`config.mk`:
```
export PLATFORM = sky130hd
export DESIGN_NAME = wb_arbiter2
export DESIGN_NICKNAME = d
export VERILOG_FILES = /design/src/rtl/wb_arbiter2.sv
export SDC_FILE = /design/constraint.sdc
export NUM_CORES = 1
export LEC_CHECK = 0
export ABC_CLOCK_PERIOD_IN_PS = 2100
export BUFFER_PORTS_ARGS = -buffer_cell sky130_fd_sc_hd__buf_2
export CAP_MARGIN = 20
export CELL_PAD_IN_SITES_DETAIL_PLACEMENT = 1
export CELL_PAD_IN_SITES_GLOBAL_PLACEMENT = 1
export CORE_AREA = 2 2 121 123
export DETAILED_ROUTE_END_ITERATION = 8
export DIE_AREA = 0 0 123 125
export GPL_TIMING_DRIVEN = 0
export MAX_ROUTING_LAYER = met4
export PLACE_DENSITY_LB_ADDON = 0.1
export SLEW_MARGIN = 15
export SYNTH_ARGS = -nofsm -noshare
export SYNTH_HDL_FRONTEND = slang
export SYNTH_SLANG_ARGS = --single-unit
```
`constraint.sdc`:
```
create_clock -name i_clk -period 2.1 [get_ports i_clk]
set_clock_uncertainty 0.05 [all_clocks]
set_input_delay 0.21 -clock i_clk [delete_from_list [all_inputs] [get_ports i_clk]]
set_output_delay 0.21 -clock i_clk [all_outputs]
set_load 0.02 [all_outputs]
```
`src/rtl/wb_arbiter2.sv`:
```
// wb_arbiter2 -- two-master Wishbone arbiter feeding the address-decoding
// bus switch. M0 (CPU data) and M1 (instruction fetch) share one master
// port. Grants are round-robin and are held for a whole `cyc`. A watchdog
// force-acks any access that the slave never acknowledges.
//
// Bundle layouts (MSB first):
//   M2S (71): {adr[31:0], dat[31:0], sel[3:0], we, stb, cyc}
//   S2M (33): {dat[31:0], ack}
//
// Ports:
//   i_clk      clock; all state changes on the rising edge
//   i_rst      synchronous active-high reset
//   i_m2s0_wb  M0 request bundle         o_s2m0_wb  M0 response bundle
//   i_m2s1_wb  M1 request bundle         o_s2m1_wb  M1 response bundle
//   o_m2s_wb   merged request to switch  i_s2m_wb   response from switch
//   o_timeout  one-cycle pulse on a forced termination
module wb_arbiter2 #(
  parameter int unsigned TIMEOUT = 256,          // legal range 2..65535
  parameter logic [31:0] TO_DATA = 32'hDEADBEEF
) (
  input  logic        i_clk,
  input  logic        i_rst,
  input  logic [70:0] i_m2s0_wb,
  output logic [32:0] o_s2m0_wb,
  input  logic [70:0] i_m2s1_wb,
  output logic [32:0] o_s2m1_wb,
  output logic [70:0] o_m2s_wb,
  input  logic [32:0] i_s2m_wb,
  output logic        o_timeout
);

  localparam logic [15:0] TO_LAST = 16'(TIMEOUT - 1);

  typedef enum logic [1:0] {IDLE, GNT0, GNT1} state_t;

  state_t      state_q, state_d;
  logic        last_q, last_d;   // master served most recently
  logic [15:0] cnt_q, cnt_d;     // watchdog

  logic        req0, req1;
  logic        granted;
  logic [70:0] own_m2s;          // request bundle of the granted master
  logic        own_cyc, own_stb, ack;
  logic        to_hit;
  logic [32:0] own_s2m;

  assign req0    = i_m2s0_wb[0] & i_m2s0_wb[1];
  assign req1    = i_m2s1_wb[0] & i_m2s1_wb[1];
  assign granted = (state_q != IDLE);
  assign own_m2s = (state_q == GNT1) ? i_m2s1_wb : i_m2s0_wb;
  assign own_cyc = own_m2s[0];
  assign own_stb = own_m2s[1];
  assign ack     = i_s2m_wb[0];

  // A real ack in the expiry cycle suppresses the forced termination.
  assign to_hit  = granted & own_stb & ~ack & (cnt_q == TO_LAST);
  assign own_s2m = to_hit ? {TO_DATA, 1'b1} : i_s2m_wb;

  always_ff @(posedge i_clk) begin
    if (i_rst) begin
      state_q <= IDLE;
      last_q  <= 1'b1;  // M0 wins the first tie
      cnt_q   <= '0;
    end else begin
      state_q <= state_d;
      last_q  <= last_d;
      cnt_q   <= cnt_d;
    end
  end

  always_comb begin
    state_d   = state_q;
    last_d    = last_q;
    o_m2s_wb  = '0;
    o_s2m0_wb = '0;
    o_s2m1_wb = '0;
    o_timeout = 1'b0;

    case (state_q)
      IDLE: begin
        if (req0 && req1) state_d = last_q ? GNT0 : GNT1;
        else if (req0)    state_d = GNT0;
        else if (req1)    state_d = GNT1;
      end
      GNT0: begin
        if (!own_cyc) begin
          last_d  = 1'b0;
          state_d = req1 ? GNT1 : IDLE;
        end
      end
      GNT1: begin
        if (!own_cyc) begin
          last_d  = 1'b1;
          state_d = req0 ? GNT0 : IDLE;
        end
      end
      default: state_d = IDLE;
    endcase

    if (granted) begin
      o_m2s_wb = own_m2s;
      // Kill stb toward the switch on a forced ack; cyc stays with the master.
      if (to_hit) o_m2s_wb[1] = 1'b0;
      o_timeout = to_hit;
      if (state_q == GNT0) o_s2m0_wb = own_s2m;
      else                 o_s2m1_wb = own_s2m;
    end

    if (!granted || (state_d != state_q) || !own_stb || ack || to_hit)
      cnt_d = '0;
    else
      cnt_d = cnt_q + 16'd1;
  end

endmodule

```
==> results of run 1 <==
-- metal layers --
| metal | vias to the layer above | global-route usage, % | wire length (µm) |
|---|---|---|---|
| met3 | 20 | 3.79 | 1080 |
| met5 | - | - | 0 |
| met4 | 0 | 5.68 | 433 |
| li1 | 1753 | - | - |
| met2 | 162 | 35.1 | 8000 |
| met1 | 1740 | 18.5 | 5250 |
-- how the worst max path moves through the flow --
stage / from / endpoint / slack [ns] / cells after the start
after floorplan: cnt_q[0]$_SDFF_PP0_ / o_s2m0_wb[18] / -0.02 / 7
after global placement: cnt_q[0]$_SDFF_PP0_ / o_s2m0_wb[1] / -0.35 / 8
after detailed placement: cnt_q[0]$_SDFF_PP0_ / o_s2m0_wb[1] / -0.39 / 8
after CTS: cnt_q[0]$_SDFF_PP0_ / o_s2m1_wb[30] / -0.17 / 8
after global routing: cnt_q[1]$_SDFF_PP0_ / o_s2m0_wb[20] / -0.29 / 9
final: cnt_q[1]$_SDFF_PP0_ / o_s2m1_wb[9] / -0.19 / 8
-- through the flow --
step                std cells  TNS, ns
floorplan                 276   -0.194
global placement          774   -19.20
detailed placement        774   -21.94
CTS                       795    -6.50
global route              800   -15.78
finish                    800    -9.92
-- cell type report --
cell class | instances | area, µm² | share of cell area [%]
repair buffers | 334 | 2160 | 43.8
clock inverters | 1 | 5.00 | 0.102
multi-input cells | 223 | 1840 | 37.3
inverters | 1 | 3.75 | 0.0762
clock buffers | 3 | 75.1 | 1.52
plain buffers | 32 | 208 | 4.22
well taps | 184 | 230 | 4.67
flip-flops and latches | 19 | 398 | 8.08
diodes | 3 | 7.51 | 0.152
-- critical path, cell delays in order, from the launching register on --
cell and delay (ns):
dfxtp_4 0.36, ha_4 0.15, nand3_4 0.09, or2_0 0.23, buf_4 0.15, or3_4 0.36
buf_6 0.15, and3_4 0.17, buf_6 0.13
-- repair_timing --
action,4_1_cts,5_1_grt
endpoints found under the setup margin,147,141
gates cloned,4,0
setup buffers,13,5
resized for setup,174,27
pin swaps,28,13
hold endpoints to repair,0,0
-- flip-flops by register name, indices dropped and copies added, names as in the netlist --
signal / cells
last_q: 1
state_q: 2
cnt_q: 16
-- power by group through the flow --
stage	sequential (mW)	clock [mW]	combinational [mW]
after floorplan	0.376	0	0.368
after global placement	0.377	0	0.717
after detailed placement	0.377	0	0.726
after CTS	0.368	0.411	0.800
after global routing	0.367	0.426	0.859
final	0.366	0.397	0.803
-- layout by cell type, fill, tap and decap left out, types with 2 or more instances in the layout --
cell type    n
buf_2      248
buf_4       23
a21oi_1      3
buf_8        3
diode_2      3
clkbuf_16    3
nor2b_2      2
nand2b_1     2
o21a_1      50
buf_1        2
nor3_4       2
dfxtp_2      5
nor2_1       8
xnor2_1     12
dfxtp_1     11
dfxtp_4      3
a2bb2oi_1    2
xor2_1       2
nor3_1       8
nor3_2      10
nor3b_1      2
nand3_1      3
and3_4      16
nand4_1      5
clkbuf_1    11
nand2_1      9
a22o_1      69
clkbuf_2     9
nor4_1       5
buf_6       68
-- cells by family after synthesis --
kind of cell               count (synthesis)
and+or+nand+nor                           80
xor gates and xnor gates                  14
DFF                                       19
adders and majority gates                  1
AOI/OAI and AO/OA                        127
muxes                                      1
buffers and inverters                     34
==> impl_metrics.ini, run 1 <==
[run_status]
status = finished, violations left
violations = negative setup slack

[logic_synthesis]
synth-xor-area-share_pct = 5.54
synthArstFlopShare_pct = 0
syn_area_mm2 = 0.00221
synth_cells = 276
synth_top_area_share_pct = 27.3
synth_top_family_by_area = compound AO/OA/AOI/OAI gates
syn-num-nets = 454
synth_top_area_cell = a22o_1
muxShareOfSynthArea_pct = 0.452
ys_seq_area_share_pct = 17.2
ys_ff_latch = 19
synthAdderAreaFrac_pct = 0.565
synth.distinct_cells = 35
synth.area.top_cells = a22o_1, dfxtp_1, o21a_1
synth_most_common_cell = a22o_1
yosysWarnings = 0
synthFlopType = dfxtp_1
avgSynthCellArea_um2 = 8.02
synth_simple_gate_area_share_pct = 22.8
synthTopCellsByCount = a22o_1, o21a_1, clkbuf_1
synth_edf_count = 0
synth-compound-area-share_pct = 46.6

[die]
fp.dieArea_mm2 = 0.0154
die_w_um = 123
start_util_pct = 15.6
core_mm2 = 0.0142
io_pins = 315
die_h_um = 125
rows = 44

[final_layout]
fin_util_pct = 34.7
fillers = 1792
postLayoutCellArea_mm2 = 0.00492
layout-drive-gt1-share_pct = 65.6
syn_to_final_growth_pct = 122
nNetsFinal = 792

[hold_path]
min_path_cells = 2
min_to = state_q[0]$_SDFF_PP0_
hold_path.class = in2reg
min_from = i_rst

[place]
pre_cts_ws_ns = -0.388
gp_congestion = 0.838
io_buffers = 314
hpwl_um = 11900
placed_area_mm2 = 0.00402

[global_routing]
grt_antenna_before_repair = 3
grtUsageTotal_pct = 18.4
grt_pass1_wl_um = 21500
grt_pass1_vias = 3859
grt_max_degree = 12
grt.overflow.total = 0

[timing]
hold_viol_final = 0
hold-worst-slack_ns = 0.121
final-setup-viol-count = 67
layout_min_cycle_time_ns = 2.29
drv_slew = 0
max_freq_mhz = 436
worst_slack_ns = -0.192
slew_headroom_pct = 68.1
period_share_pct = 109
rsz0062_at_grt = true
worst_pin_slew_ns = 0.479

[pwr]
p_sw_mw = 0.576
p_seq_share_pct = 23.4
p_per_area_mw_per_mm2 = 318
comb_power_share_pct = 51.2
total_power_mw = 1.57
switching_share_pct = 36.8
p_leak_nw = 2.46
vdd_ir_drop_max_mv = 0.224
pwr-share-clk_pct = 25.4
intPower_mw = 0.991

[setup_path]
crit_path_end_kind = output port
r2r-end = cnt_q[13]$_SDFF_PP0_
r2r-start = cnt_q[12]$_SDFF_PP0_
r2r_cells = 8
path_max_fanout = 6
regToRegSetupSlack_ns = 0.12
cp-start-kind = register
required_ns = 1.84
criticalPathCategory = reg2out
arrival_ns = 2.03

[cts]
root_buffer = clkbuf_16
clk_pin_slew_ns = 0.06
cts_num_sinks = 19
cts_tree = done
clockBufferDepth = 2
clk_latency_ns = 0.25
ctsHoldBuffers = 0
cts_buffers = 3
h-tree-depth = 1

[route]
ant_nets = 0
wirelength_um = 14800
drc = 0
drt_iter0_markers = 106
vias = 3675
wire_per_inst_um = 18.5
viasPerCell = 4.59
first_pass_iters = 4

[run]
maxCapViolations = 0
No activity file was read; power rests on OpenSTA's default activity.
==> run 2: changes to the inputs <==
--- a/config.mk
+++ b/config.mk
@@ -5,7 +5,7 @@
 export SDC_FILE = /design/constraint.sdc
 export NUM_CORES = 1
 export LEC_CHECK = 0
-export ABC_CLOCK_PERIOD_IN_PS = 2100
+export ABC_CLOCK_PERIOD_IN_PS = 2400
 export BUFFER_PORTS_ARGS = -buffer_cell sky130_fd_sc_hd__buf_2
 export CAP_MARGIN = 20
 export CELL_PAD_IN_SITES_DETAIL_PLACEMENT = 1
@@ -16,6 +16,7 @@
 export GPL_TIMING_DRIVEN = 0
 export MAX_ROUTING_LAYER = met4
 export PLACE_DENSITY_LB_ADDON = 0.1
+export SKIP_LAST_GASP = 1
 export SLEW_MARGIN = 15
 export SYNTH_ARGS = -nofsm -noshare
 export SYNTH_HDL_FRONTEND = slang
==> constraint.sdc (replaced) <==
create_clock -name i_clk -period 2.4 [get_ports i_clk]
set_clock_uncertainty 0.05 [all_clocks]
set_input_delay 0.24 -clock i_clk [delete_from_list [all_inputs] [get_ports i_clk]]
set_output_delay 0.24 -clock i_clk [all_outputs]
set_load 0.02 [all_outputs]
==> run 2 against run 1 <==
The run now ends clean; wire length down 2.9%; largest cell class unchanged; largest power group unchanged; critical endpoint is now o_s2m1_wb[15]; critical path type unchanged; worst hold slack better by 0.026 ns; clock power down 11%.
==> impl_metrics.ini, run 2 (same netlist as run 1, synthesis figures left out) <==
[cts]
clk_pin_slew_ns = 0.06
ctsHoldBuffers = 0
clockBufferDepth = 2
h-tree-depth = 1
cts_buffers = 3
clk_latency_ns = 0.25
root_buffer = clkbuf_16
cts_tree = done
cts_num_sinks = 19

[final_layout]
final_common_cell = buf_2
fin_util_pct = 30.5
largest_reg_flops = 16
fin_cells = 792
regArea_um2 = 389
fillers = 1846
final_cell_mix = buf_2, a22o_1, o21a_1
syn_to_final_growth_pct = 95.9
postLayoutCellArea_mm2 = 0.00434
nNetsFinal = 784
multi_input_area_mm2 = 0.00174
reg.largest.list = cnt_q (16), state_q (2), last_q (1)
regMostFlops = cnt_q
layout-drive-gt1-share_pct = 60.0

[die]
io_pins = 315
core_mm2 = 0.0142
die_w_um = 123
rows = 44
start_util_pct = 15.6
die_h_um = 125
fp.dieArea_mm2 = 0.0154

[place]
gp_congestion = 0.819
hpwl_um = 12000
pre_cts_ws_ns = -0.0875
placed_area_mm2 = 0.00402
place_inst = 774
io_buffers = 314

[global_routing]
grt_max_degree = 13
grt-busiest-layer = met2
grtUsageTotal_pct = 17.6
grt_pass1_vias = 3708
grt_antenna_before_repair = 3
met3_usage_pct = 4.01
grtUsageMet1_pct = 17.6
grt.overflow.total = 0
grt_pass1_wl_um = 20500
grtUsageMet2_pct = 33.4

[timing]
worst_slack_ns = 0.0600
worst_pin_slew_ns = 0.455
max_freq_mhz = 427
slew_headroom_pct = 69.5
rsz0062_at_grt = true
period_share_pct = 97.5
hold-worst-slack_ns = 0.147
hold_viol_final = 0
finalSetupTns_ns = 0
layout_min_cycle_time_ns = 2.34
final-setup-viol-count = 0
drv_slew = 0

[route]
ant_nets = 0
wirelength_um = 14300
wire_per_inst_um = 18.1
drc = 0
viasPerCell = 4.51
first_pass_iters = 4
vias = 3574
drt_iter0_markers = 132

[setup_path]
slowest_stage = dfxtp_4
criticalPathCategory = reg2out
critical-path-max-stage-delay_ns = 0.36
arrival_ns = 2.05
required_ns = 2.11
crit_chain = ha_4 > nand3_4 > or2_0 > buf_4 > or3_4 > buf_4 > and3_1 > buf_4
path_max_fanout = 5
cp-start-kind = register
crit_path_end_kind = output port
critPathMostFrequentCell = buf_4

[pwr]
total_power_mw = 1.31
vdd_ir_drop_max_mv = 0.180
p_per_area_mw_per_mm2 = 303
p_leak_nw = 2.34

[run]
maxCapViolations = 0

[run_status]
status = finished, final reports clean

[hold_path]
hold_path.class = in2reg
run 2: cell types whose count changed in the layout (fill, tap and decap cells not counted), moves of 4 or more:
cell,previous run,this run
clkbuf_2,9,1
buf_6,68,10
dfxtp_2,5,1
buf_2,248,302
and3_4,16,0
clkbuf_1,11,19
dfxtp_1,11,16
and3_1,0,16
run 2: metal layers:
layer | vias to the layer above | share of wire [%] | routed length (µm)
li1 | 1738 | - | -
met1 | 1656 | 35 | 5090
met2 | 171 | 54 | 7720
met3 | 9 | 9.2 | 1320
met4 | 0 | 1.5 | 220
met5 | - | 0 | 0
run 2: where the power goes:
part / leakage [nW] / switching, mW / internal (mW)
registers: 0.156 / 0.00385 / 0.317
clock network: 0.0371 / 0.127 / 0.225
logic: 2.15 / 0.363 / 0.278
total: 2.34 / 0.493 / 0.820
run 2: final timing paths:
kind | startpoint | to | slack [ns] | cells past startpoint
max | cnt_q[1]$_SDFF_PP0_ | o_s2m1_wb[15] | 0.06 | 8
min | i_rst | state_q[0]$_SDFF_PP0_ | 0.15 | 2
max reg2reg | cnt_q[12]$_SDFF_PP0_ | cnt_q[13]$_SDFF_PP0_ | 0.47 | 6
min reg2reg | last_q$_SDFFE_PP1P_ | last_q$_SDFFE_PP1P_ | 0.51 | 2
run 2: final cells by class:
| cell class | count | area share, % |
|---|---|---|
| clock inverters | 1 | 0.173 |
| multi-input cells | 223 | 40.1 |
| diodes | 3 | 0.173 |
| clock buffers | 3 | 1.73 |
| flip-flops and latches | 19 | 8.97 |
| inverters | 1 | 0.0865 |
| plain buffers | 33 | 4.47 |
| repair buffers | 325 | 39.0 |
| well taps | 184 | 5.31 |
run 2: timing repair:
action | CTS | global route
setup endpoints to repair | 67 | 73
pin swaps | 4 | 5
resized for setup | 19 | 28
setup buffers | 5 | 6
run 2: critical path, delay by kind of cell, from the launching register on:
family	cells	cell delay, ns
DFF	1	0.36
adders and majority gates	1	0.15
and+or+nand+nor	4	0.81
buffers and inverters	3	0.48
